--- config.mk ---
export PLATFORM = sky130hd
export DESIGN_NAME = uart_rx_deserializer
export DESIGN_NICKNAME = d
export VERILOG_FILES = /design/src/rtl/uart_rx_deserializer.sv
export SDC_FILE = /design/constraint.sdc
export NUM_CORES = 1
export LEC_CHECK = 0
export CELL_PAD_IN_SITES_DETAIL_PLACEMENT = 1
export CELL_PAD_IN_SITES_GLOBAL_PLACEMENT = 1
export CORE_UTILIZATION = 48
export DETAILED_ROUTE_END_ITERATION = 8
export PLACE_DENSITY_LB_ADDON = 0.1
export SYNTH_ARGS = -nofsm -noshare
export SYNTH_HDL_FRONTEND = slang
export SYNTH_SLANG_ARGS = --single-unit
--- constraint.sdc ---
create_clock -name clk -period 4.6 [get_ports clk]
set_input_delay 1.38 -clock clk [delete_from_list [all_inputs] [get_ports clk]]
set_output_delay 1.38 -clock clk [all_outputs]
set_load 0.02 [all_outputs]
--- src/rtl/uart_rx_deserializer.sv ---
// rtl/uart_rx_deserializer.sv - UART 8N1 receive deserializer with framing-error and break reporting
// Optional build macro: UART_RX_MAJORITY_EN selects 2-of-3 majority sampling around each bit centre.
module uart_rx_deserializer #(
    parameter int CLOCK_SCALE_BITS = 16,
    parameter int DATA_BITS        = 8
) (
    input  logic                        clk,
    input  logic                        rst,
    input  logic                        enable,
    input  logic [CLOCK_SCALE_BITS-1:0] cyclesPerBit,
    input  logic                        rx,
    output logic [DATA_BITS-1:0]        dataOut,
    output logic                        dataAvailable,
    output logic                        framingError,
    output logic                        breakDetect,
    output logic                        busy
);
    localparam int IDX_BITS = (DATA_BITS > 1) ? $clog2(DATA_BITS) : 1;
    localparam logic [IDX_BITS-1:0]         LAST_INDEX = IDX_BITS'(DATA_BITS - 1);
    localparam logic [CLOCK_SCALE_BITS-1:0] MIN_PERIOD = CLOCK_SCALE_BITS'(3);
    localparam logic [CLOCK_SCALE_BITS-1:0] COUNT_ONE  = CLOCK_SCALE_BITS'(1);

    typedef enum logic [2:0] {
        IDLE  = 3'd0,
        START = 3'd1,
        DATA  = 3'd2,
        STOP  = 3'd3,
        BREAK = 3'd4
    } rxStateType;

    rxStateType                  state, stateNext;
    logic                        rxMeta, rxs, rxsPrev;
    logic [CLOCK_SCALE_BITS-1:0] counter, counterNext;
    logic [IDX_BITS-1:0]         bitIndex, bitIndexNext;
    logic [DATA_BITS-1:0]        shiftReg, shiftNext;
    logic [DATA_BITS-1:0]        dataOutNext;
    logic                        dataAvailableNext, framingErrorNext, breakDetectNext;
    logic [CLOCK_SCALE_BITS-1:0] period, halfPeriod, startTarget;
    logic                        sampleBit;

    // Periods below 3 leave no room for a centre sample, so they are clamped.
    assign period     = (cyclesPerBit < MIN_PERIOD) ? MIN_PERIOD : cyclesPerBit;
    assign halfPeriod = period >> 1;

    always_ff @(posedge clk or negedge rst) begin
        if (!rst) begin
            rxMeta  <= 1'b1;
            rxs     <= 1'b1;
            rxsPrev <= 1'b1;
        end else begin
            rxMeta  <= rx;
            rxs     <= rxMeta;
            rxsPrev <= rxs;
        end
    end

`ifdef UART_RX_MAJORITY_EN
    logic rxsDly1, rxsDly2;

    always_ff @(posedge clk or negedge rst) begin
        if (!rst) begin
            rxsDly1 <= 1'b1;
            rxsDly2 <= 1'b1;
        end else begin
            rxsDly1 <= rxs;
            rxsDly2 <= rxsDly1;
        end
    end

    // Deciding one cycle late shifts every later bit decision by one too.
    assign sampleBit   = (rxs & rxsDly1) | (rxs & rxsDly2) | (rxsDly1 & rxsDly2);
    assign startTarget = halfPeriod + COUNT_ONE;
`else
    assign sampleBit   = rxs;
    assign startTarget = halfPeriod;
`endif

    always_comb begin
        stateNext         = state;
        counterNext       = counter + COUNT_ONE;
        bitIndexNext      = bitIndex;
        shiftNext         = shiftReg;
        dataOutNext       = dataOut;
        dataAvailableNext = 1'b0;
        framingErrorNext  = 1'b0;
        breakDetectNext   = breakDetect;
        if (!enable) begin
            stateNext       = IDLE;
            counterNext     = '0;
            bitIndexNext    = '0;
            breakDetectNext = 1'b0;
        end else begin
            case (state)
                IDLE: begin
                    counterNext = '0;
                    if (rxsPrev && !rxs) begin
                        stateNext = START;
                    end
                end
                START: begin
                    if (counter >= startTarget) begin
                        counterNext  = '0;
                        bitIndexNext = '0;
                        stateNext    = sampleBit ? IDLE : DATA;
                    end
                end
                DATA: begin
                    if (counter >= period) begin
                        counterNext         = '0;
                        shiftNext[bitIndex] = sampleBit;
                        if (bitIndex == LAST_INDEX) begin
                            stateNext = STOP;
                        end else begin
                            bitIndexNext = bitIndex + IDX_BITS'(1);
                        end
                    end
                end
                STOP: begin
                    if (counter >= period) begin
                        counterNext = '0;
                        stateNext   = IDLE;
                        if (sampleBit) begin
                            dataOutNext       = shiftReg;
                            dataAvailableNext = 1'b1;
                        end else begin
                            framingErrorNext = 1'b1;
                            // An all-zero frame with a low stop bit is a held-low line.
                            if (shiftReg == '0) begin
                                breakDetectNext = 1'b1;
                                stateNext       = BREAK;
                            end
                        end
                    end
                end
                BREAK: begin
                    counterNext = '0;
                    if (rxs) begin
                        breakDetectNext = 1'b0;
                        stateNext       = IDLE;
                    end
                end
                default: begin
                    stateNext   = IDLE;
                    counterNext = '0;
                end
            endcase
        end
    end

    always_ff @(posedge clk or negedge rst) begin
        if (!rst) begin
            state         <= IDLE;
            counter       <= '0;
            bitIndex      <= '0;
            shiftReg      <= '0;
            dataOut       <= '0;
            dataAvailable <= 1'b0;
            framingError  <= 1'b0;
            breakDetect   <= 1'b0;
        end else begin
            state         <= stateNext;
            counter       <= counterNext;
            bitIndex      <= bitIndexNext;
            shiftReg      <= shiftNext;
            dataOut       <= dataOutNext;
            dataAvailable <= dataAvailableNext;
            framingError  <= framingErrorNext;
            breakDetect   <= breakDetectNext;
        end
    end

    assign busy = (state != IDLE);

endmodule

==> qor.csv, run 1 <==
metric;value;unit
status;finished, final reports clean;
Overflow after GRT;0;
Die Area;0.00613;sq mm
Async SR Flop Fraction;100;%
critical path buffer and inverter count;1;
post-CTS sizing;0;
DIE WIDTH;78.3;microns
Area Growth Syn to Fin;16.5;%
wire per inst;17.3;microns
DRC;0;
CTS max path bufs;2;
Max-Cap Viols;0;
Nets;359;
# IOs;32;
post-synth cell types;50;
root cell of the clock tree;clkbuf_8;
Cells after Synth;271;
row cnt;27;
crit path max fanout;6;
PwrDens;262;mW/mm^2
Max Freq;238;MHz
clock skew;0.0107;ns
Ys Warns;0;
Primary FF master, synth;dfrtp_1;
register bit total from synthesis;44;
layout cells sized above 1;8.50;%
Port Buffer Count;31;
Worst-Margin Slew;0.990;ns
Mapped Area;0.00279;sq mm
Starting Density;50.4;%
vias;2147;
Setup TNS;0;ns
cell family with the largest share of critical-path delay;compound AO/OA/AOI/OAI gates;
Slowest-stage cell, CP;o311ai_1;
required time worst endpoint;4.83;ns
met2 wire length;3.14;mm
sequential area share after synthesis;39.6;%
Clk pwr share;29.4;%
pin count of the biggest net entering global routing;45;
Internal;0.596;mW
antenna violations before repair;0;
final setup fails;0;
min Tclk post-route;4.20;ns
DIE HEIGHT;78.3;microns
Arr. time, crit path;4.44;ns
Num CTS Buffers;5;
GP Congestion;0.841;
TritonCTS clock tree;done;
HP Class;flip-flop to flip-flop;
top sig layer;met4;
cts hold-fix bufs;0;
Clock Sinks;44;
cell mode on critical path;nand2b_1;
Post-synth top cells;41 x dfrtp_1, 34 x ha_1, 31 x nor2_1;
Reg clk slew, reported paths;0.07;ns
fin crit share;91.4;%
wirelength, routed;6.53;mm
Antenna Nets Post-Route;0;
CP Launch Type;primary input;
most frequent cell after synthesis;dfrtp_1;
CP endpoint kind;flip-flop;
clock latency at the later pin of the worst-skew pair;0.30;ns
CP cell instances;clkdlybuf4s50_1, nor4_1, nand4_1, nand2b_1, ha_1, nand2b_1, a2111o_1, a32oi_2, nand2_2, o311ai_1, mux2_2;
Post-synth EDFFs;0;
synthesized area per cell;10.3;sq um
Core Util, Final;58.7;%
Leak;1.58;nW
RSZ-0062 raised after global routing;no;
number of global-route vias before repair;2269;
GRT Total Usage;23.2;%
core area;0.00554;sq mm
switching part of the total power;30.2;%
DRT iter0 DRCs;52;
router iterations before antenna repair;6;
Switching Power;0.257;mW
H-tree levels;2;
M1 WL;3.21;mm
Slew Limit Fails;0;
DP HPWL;5.07;mm
Area contributors post-synth;dfrtp_1 37%, ha_1 15%, mux2_4 4.3%;
Critical Path Max Stage Delay;0.50;ns
Synth Net Count;325;
VDD IR max;0.000339;V
Synth top area share;36.7;%
Flop pwr share;50.3;%
worst hold margin;0.359;ns
antenna cells;0;
area leader, netlist;dfrtp_1;
Post CTS Setup Buffer Count;0;
post-DR vias/cell;5.68;
overall power;0.853;mW
max_slew headroom;34.0;%
Comb pwr share;20.3;%
final hold vios;0;
first-pass GRT wire length;11.0;mm
wire length on met3;114;microns
Worst Setup Path Type;primary input to flip-flop;
-- path summary, 6_finish.rpt --
check	start	endpoint	slack [ns]	cells after the start
worst min register to register	rxMeta$_DFF_PN1_	rxs$_DFF_PN1_	0.36	0
worst max-delay path	cyclesPerBit[10]	bitIndex[0]$_DFFE_PN0P_	0.40	11
worst max register to register	counter[14]$_DFF_PN0_	shiftReg[1]$_DFFE_PN0P_	1.84	7
worst min-delay path	rxMeta$_DFF_PN1_	rxs$_DFF_PN1_	0.36	0
max in group asynchronous	rst	dataOut[1]$_DFFE_PN0P_	2.74	1
min in group asynchronous	rst	counter[11]$_DFF_PN0_	1.24	1
-- per-layer routing --
layer | up-vias | global-route usage [%]
met4 | 0 | 6.30
met2 | 16 | 38.7
met3 | 7 | 3.72
met5 | - | 0
met1 | 1081 | 31.2
li1 | 1043 | -
-- sequential cells by signal, summed over array words and instances (netlist names) --
signal,cells
rxsPrev,1
dataAvailable,1
framingError,1
counter,16
bitIndex,3
breakDetect,1
shiftReg,8
state,3
rxMeta,1
dataOut,8
rxs,1
-- cell usage in the layout (no fill, tap or decap), types with 2 or more instances in the layout --
cell type,n
xor2_1,8
nor2b_1,4
nand2b_1,3
a21oi_1,11
mux2_4,8
dfstp_2,3
and4bb_1,2
and2_1,2
and3_1,6
a22o_1,2
clkbuf_1,2
clkdlybuf4s50_1,30
xnor2_1,6
nor4_1,5
nor3_1,4
o21ai_0,6
nand3_1,12
inv_1,19
nand4_1,7
nand4b_1,4
dfrtp_1,41
nor2_1,31
clkbuf_8,6
mux2_1,8
ha_1,34
o21a_1,3
nand2_1,15
-- cell type report --
cell class              count  area (sq um)
clock buffers               8          90.1
flip-flops and latches     44          1100
fillers                   619          2290
multi-input cells         204          1590
inverters                  19          71.3
well taps                  72          90.1
repair buffers             31           305
-- kinds of logic after synthesis --
family          Yosys count  synth area share (%)
simple gates            102                  19.4
flops                    44                  39.6
compound gates           37                  10.0
fa+ha+maj                34                  15.2
buf+inv                  23                  3.40
mux                      17                  7.93
xor+xnor                 14                  4.39
-- worst reg2reg max path: stages, from the launching register on --
cell and delay (ns):
dfrtp_1 0.46, ha_1 0.37, nand4_1 0.21, nor4_2 0.36, a32oi_2 0.21, a211oi_4 0.46
and4bb_1 0.26, mux2_1 0.32
-- metrics by stage --
stage	std cells	worst slack, ns	cell area (sq um)
2_1_floorplan	271	0.843	2790
3_3_place_gp	370	0.192	3160
3_5_place_dp	370	0.0985	3160
4_1_cts	378	0.398	3250
5_1_grt	378	0.209	3250
6_report	378	0.395	3250
-- power groups by stage --
| stage | clock (mW) | sequential [mW] | combinational [mW] |
|---|---|---|---|
| 6_report | 0.250 | 0.429 | 0.173 |
| 5_1_grt | 0.269 | 0.432 | 0.197 |
| 4_1_cts | 0.254 | 0.429 | 0.175 |
| 3_5_place_dp | 0 | 0.437 | 0.173 |
| 3_3_place_gp | 0 | 0.436 | 0.167 |
| 2_1_floorplan | 0 | 0.421 | 0.119 |
Power figures use the tool's default switching activity.
==> run 2: changes to the inputs <==
--- a/config.mk
+++ b/config.mk
@@ -5,6 +5,7 @@
 export SDC_FILE = /design/constraint.sdc
 export NUM_CORES = 1
 export LEC_CHECK = 0
+export CAP_MARGIN = 20
 export CELL_PAD_IN_SITES_DETAIL_PLACEMENT = 1
 export CELL_PAD_IN_SITES_GLOBAL_PLACEMENT = 1
 export CORE_UTILIZATION = 48
==> run 2 against run 1 <==
Against the previous run: flip-flop and latch count did not move; non-clock buffer count grew 1; critical path depth is the same; routed wire length is essentially flat; largest power group unchanged.
==> qor.csv, run 2 (same netlist as run 1, synthesis figures left out) <==
metric;value;unit;change
min Tclk post-route;4.21;ns;+0.00106 ns
fill count;616;;-0.48%
wirelength, routed;6.53;mm;about the same
PwrDens;261;mW/mm^2;-0.43%
CP cell instances;clkdlybuf4s50_1, nor4_1, nand4_1, nand2b_1, ha_1, nand2b_1, a2111o_1, a32oi_2, nand2_2, o311ai_1, mux2_2;;
# IOs;32;;unchanged
Critical Path Max Stage Delay;0.50;ns;about the same
Core Util, Final;59.1;%;+0.36 points
Worst Setup Path Type;primary input to flip-flop;;
layout cells sized above 1;8.79;%;+0.30 points
max reg flops;16;;unchanged
clock latency at the later pin of the worst-skew pair;0.30;ns;about the same
Max-Cap Viols;0;;unchanged
HP Class;flip-flop to flip-flop;;
antenna violations before repair;0;;unchanged
Worst-Margin Slew;0.638;ns;-0.352 ns
root cell of the clock tree;clkbuf_8;;
R2R Path Start;counter[14]$_DFF_PN0_;;
FF-to-FF End;shiftReg[1]$_DFFE_PN0P_;;
hold path cells;0;;unchanged
CP endpoint kind;flip-flop;;
vias;2141;;-0.28%
Post CTS Setup Buffer Count;0;;unchanged
Antenna Nets Post-Route;0;;unchanged
Largest Register;counter;;
status;finished, final reports clean;;
Arr. time, crit path;4.44;ns;about the same
row cnt;27;;unchanged
commonest non-fill, non-tap cells in the layout;41 x dfrtp_1, 34 x ha_1, 31 x nor2_1;;
VDD IR max;0.000338;V;-0.33%
Die Area;0.00613;sq mm;unchanged
Min-Delay Startpoint;rxMeta$_DFF_PN1_;;
Starting Density;50.4;%;unchanged
Port Buffer Count;31;;unchanged
overall power;0.854;mW;+0.18%
cts hold-fix bufs;0;;unchanged
core area;0.00554;sq mm;unchanged
clock skew;0.0108;ns;+0.0000757 ns
CTS max path bufs;2;;unchanged
DP Area;0.00316;sq mm;unchanged
max_slew headroom;57.5;%;+23 points
DIE WIDTH;78.3;microns;unchanged
Largest regs;counter: 16 flops, dataOut: 8 flops, shiftReg: 8 flops;;
TritonCTS clock tree;done;;
Area Growth Syn to Fin;17.2;%;
pin count of the biggest net entering global routing;45;;unchanged
Clock Sinks;44;;unchanged
post-DR vias/cell;5.65;;-0.54%
number of global-route vias before repair;2269;;unchanged
post-CTS sizing;0;;unchanged
router iterations before antenna repair;6;;unchanged
Slowest-stage cell, CP;o311ai_1;;
Reg clk slew, reported paths;0.07;ns;about the same
DRC;0;;unchanged
Sequential Area;0.00110;sq mm;unchanged
Setup TNS;0;ns;unchanged
fin crit share;91.4;%;about the same
Max Freq;238;MHz;about the same
cell mode on critical path;nand2b_1;;
worst hold endpoint;rxs$_DFF_PN1_;;
CP Launch Type;primary input;;
final setup fails;0;;unchanged
GRT Total Usage;23.2;%;unchanged
final hold vios;0;;unchanged
Nets;360;;+0.28%
area of the multi-input gates;0.00159;sq mm;unchanged
antenna cells;0;;unchanged
Post-Layout Inst Area;0.00327;sq mm;+0.62%
DP HPWL;5.07;mm;unchanged
H-tree levels;2;;unchanged
Num CTS Buffers;5;;unchanged
cell count of the worst reg-to-reg path;7;;unchanged
Reg2Reg Setup Slack;1.85;ns;about the same
Slew Limit Fails;0;;unchanged
GP Congestion;0.841;;unchanged
crit path max fanout;6;;unchanged
RSZ-0062 raised after global routing;no;;
DIE HEIGHT;78.3;microns;unchanged
first-pass GRT wire length;11.0;mm;unchanged
Overflow after GRT;0;;unchanged
DRT iter0 DRCs;46;;-12%
required time worst endpoint;4.83;ns;about the same
wire per inst;17.2;microns;-0.22%
commonest non-fill, non-tap cell in the layout;dfrtp_1;;
Leak;1.59;nW;+0.59%
==> run 2: power by group <==
part | internal, mW | total, mW | switching [mW]
combinational | 0.0749 | 0.175 | 0.100
clock | 0.123 | 0.250 | 0.128
sequential | 0.400 | 0.429 | 0.0295
==> run 2: cell type report <==
type | instances | area share (%)
multi-input cells | 204 | 48.6
flip-flops and latches | 44 | 33.7
repair buffers | 32 | 9.94
clock buffers | 8 | 2.75
well taps | 72 | 2.75
inverters | 19 | 2.18
==> run 2: metal layers <==
layer / vias to the layer above / routed length [microns] / global-route usage, % / part of all wire [%]
met3: 7 / 114 / 3.72 / 1.7
met4: 0 / 63 / 6.30 / 0.96
met1: 1072 / 3230 / 31.2 / 49
met2: 18 / 3130 / 38.7 / 48
li1: 1044 / - / - / -
met5: - / 0 / 0 / 0
==> run 2: through the flow <==
step / setup WS, ns / std cells / hold slack, ns
2_1_floorplan: 0.843 / 271 / 0.345
3_3_place_gp: 0.192 / 370 / 0.345
3_5_place_dp: 0.0985 / 370 / 0.347
4_1_cts: 0.398 / 378 / 0.362
5_1_grt: 0.194 / 379 / 0.367
6_report: 0.394 / 379 / 0.359
==> run 2: worst max-delay path: cells and delay by family <==
family	cells	cell delay (ns)
fa+ha+maj	1	0.22
mux	1	0.24
compound gates	3	1.24
buf+inv	1	0.42
simple gates	5	0.93
==> run 2: worst max path at each step <==
stage                     start                      end  slack, ns  depth (start not counted)
6_report       cyclesPerBit[10]  bitIndex[0]$_DFFE_PN0P_       0.39                         11
5_1_grt        cyclesPerBit[10]    counter[10]$_DFF_PN0_       0.19                         11
2_1_floorplan  cyclesPerBit[10]   dataOut[0]$_DFFE_PN0P_       0.84                         11
3_5_place_dp   cyclesPerBit[10]  bitIndex[0]$_DFFE_PN0P_        0.1                         11
4_1_cts        cyclesPerBit[10]  bitIndex[0]$_DFFE_PN0P_       0.40                         11
3_3_place_gp   cyclesPerBit[10]   dataOut[3]$_DFFE_PN0P_       0.19                         11
==> patch, RTL diff (flow settings as in run 1) <==
Add a define of `UART_RX_MAJORITY_EN`.
--- a/src/rtl/uart_rx_deserializer.sv
+++ b/src/rtl/uart_rx_deserializer.sv
@@ -1,5 +1,7 @@
 // rtl/uart_rx_deserializer.sv - UART 8N1 receive deserializer with framing-error and break reporting
 // Optional build macro: UART_RX_MAJORITY_EN selects 2-of-3 majority sampling around each bit centre.
+`define UART_RX_MAJORITY_EN
+
 module uart_rx_deserializer #(
     parameter int CLOCK_SCALE_BITS = 16,
     parameter int DATA_BITS        = 8
Behaviour: not the same (a bounded check fails within 10 cycles, from zero or initial values and one cycle with rst low).
==> patch against run 1 <==
Maximum frequency fell by 7.1%. Die area rose by 12%. Sequential cell count up 1. Worst setup slack worse by 0.32 ns. Combinational power up 80%. Final cell count is 24% higher. Power grew 16%. Design area is 22% higher. Clock skew down 0.0066 ns. Synthesized area increased by 12%. Routed wire length increased by 29%. Sequential share of layout area down 5.5 points. Via count up 24%. Critical endpoint unchanged. Largest power group unchanged.
==> patch: results <==
[global_routing]
met1_usage_pct = 36.4
grt_pass1_wl_um = 14400
grtUsageMet2_pct = 42.3
first_global_vias = 2932
antenna_found_initial = 0
grt_max_degree = 46
use_met3_pct = 3.58
grt_use_total_pct = 26.1

[logic_synthesis]
yosysUniqueCellTypes = 49
synth_commonest_cells = dfrtp_1 (41), ha_1 (36), nand2_1 (27)
yosysSeqAreaShare_pct = 36.0
yosys_warnings = 0
synth.area.top_cells = dfrtp_1 (33%), ha_1 (14%), xnor2_1 (5.6%), mux2_2 (4.7%), dfstp_2 (3.3%)
synth_fp_nets = 374
avgSynthCellArea_um2 = 9.88

[routing]
wl_met3_um = 154
drtPass1Iterations = 4
wl_met1_um = 4040
ant_nets = 0
drt-total-wl_um = 8430
num_vias = 2657
first_iter_violations = 85
wl_met2_um = 4120

[sta]
tightest_slew_ns = 0.980
clock_skew_ns = 0.00409

[worst_setup_path]
setup.worst_path.start = cyclesPerBit[9]
reg2reg_slack_ns = 1.88
critPathKind = input pin to register
r2r-start = counter[0]$_DFF_PN0_
worstPathMaxFanout = 3
r2r-end = dataOut[6]$_DFFE_PN0P_
worstPathArrival_ns = 4.72
ff2ff_path_depth = 9

[power_and_ir_drop]
vdd_drop_max_uv = 238
power_leakage_nw = 1.90

[final_layout]
final-instance-count-excl-fill = 469
final_nets = 447
drive_gt1_share_pct = 24.7
fillers = 719

[placed_design]
gp_congestion = 0.862
hpwl_um = 6110
port_buffers = 31
dpl_cell_area_um2 = 3710
dp_cells = 448

[cts]
clockRootBuffer = clkbuf_8
clock_path_buffers = 2
clkLatencyLatePin_ns = 0.30
cts_buffers = 5

[status]
status = completed
==> patch: per-stage QoR <==
step	hold WS, ns	setup slack, ns	power, mW
3_3_place_gp	0.348	-0.628	0.732
4_1_cts	0.361	0.00249	0.995
2_1_floorplan	0.345	0.165	0.621
6_report	0.360	0.0751	0.988
5_1_grt	0.367	-0.0668	1.05
3_5_place_dp	0.349	-0.787	0.743
==> patch: power by group <==
group	switching (mW)	internal (mW)	leakage, nW	total (mW)
Combinational	0.171	0.141	1.24	0.312
Sequential	0.0269	0.411	0.612	0.438
Clock	0.132	0.105	0.0450	0.238
==> patch: critical path, stage by stage <==
cell,delay [ns]
clkdlybuf4s15_1,0.21
nor4_2,0.29
nand4_1,0.15
nand2b_1,0.14
ha_2,0.22
nand3_4,0.11
nor2_4,0.13
nand4_1,0.13
xnor2_1,0.15
ha_1,0.27
nand4_1,0.14
buf_4,0.18
buf_4,0.12
buf_4,0.12
buf_4,0.12
buf_4,0.12
nor2_2,0.10
nand2_1,0.11
nand4_4,0.13
o311ai_4,0.12
mux2_4,0.28
==> patch: cell type report <==
cell class                 instances  area, um2  share of cell area (%)
multi-input combinational        245       1960                    49.3
clock buffer                       6       72.6                    1.83
tap                               77       96.3                    2.43
inverter                          22       82.6                    2.08
timing repair buffer              72        621                    15.6
sequential                        45       1130                    28.5
clock inverter                     2       10.0                   0.252
==> patch: kinds of logic after synthesis <==
family          Yosys count  share of synthesized area, %
buf+inv                  28                          4.30
xor+xnor                 27                          7.53
mux                      17                          6.21
flops                    45                          36.0
fa+ha+maj                37                          14.7
simple gates            126                          21.8
compound gates           38                          9.44
==> patch: repair_timing <==
action                                  4_1_cts  5_1_grt
gates resized for setup                      23       17
setup buffers                                10        3
pin swaps                                    12       16
endpoints found under the setup margin       21       21
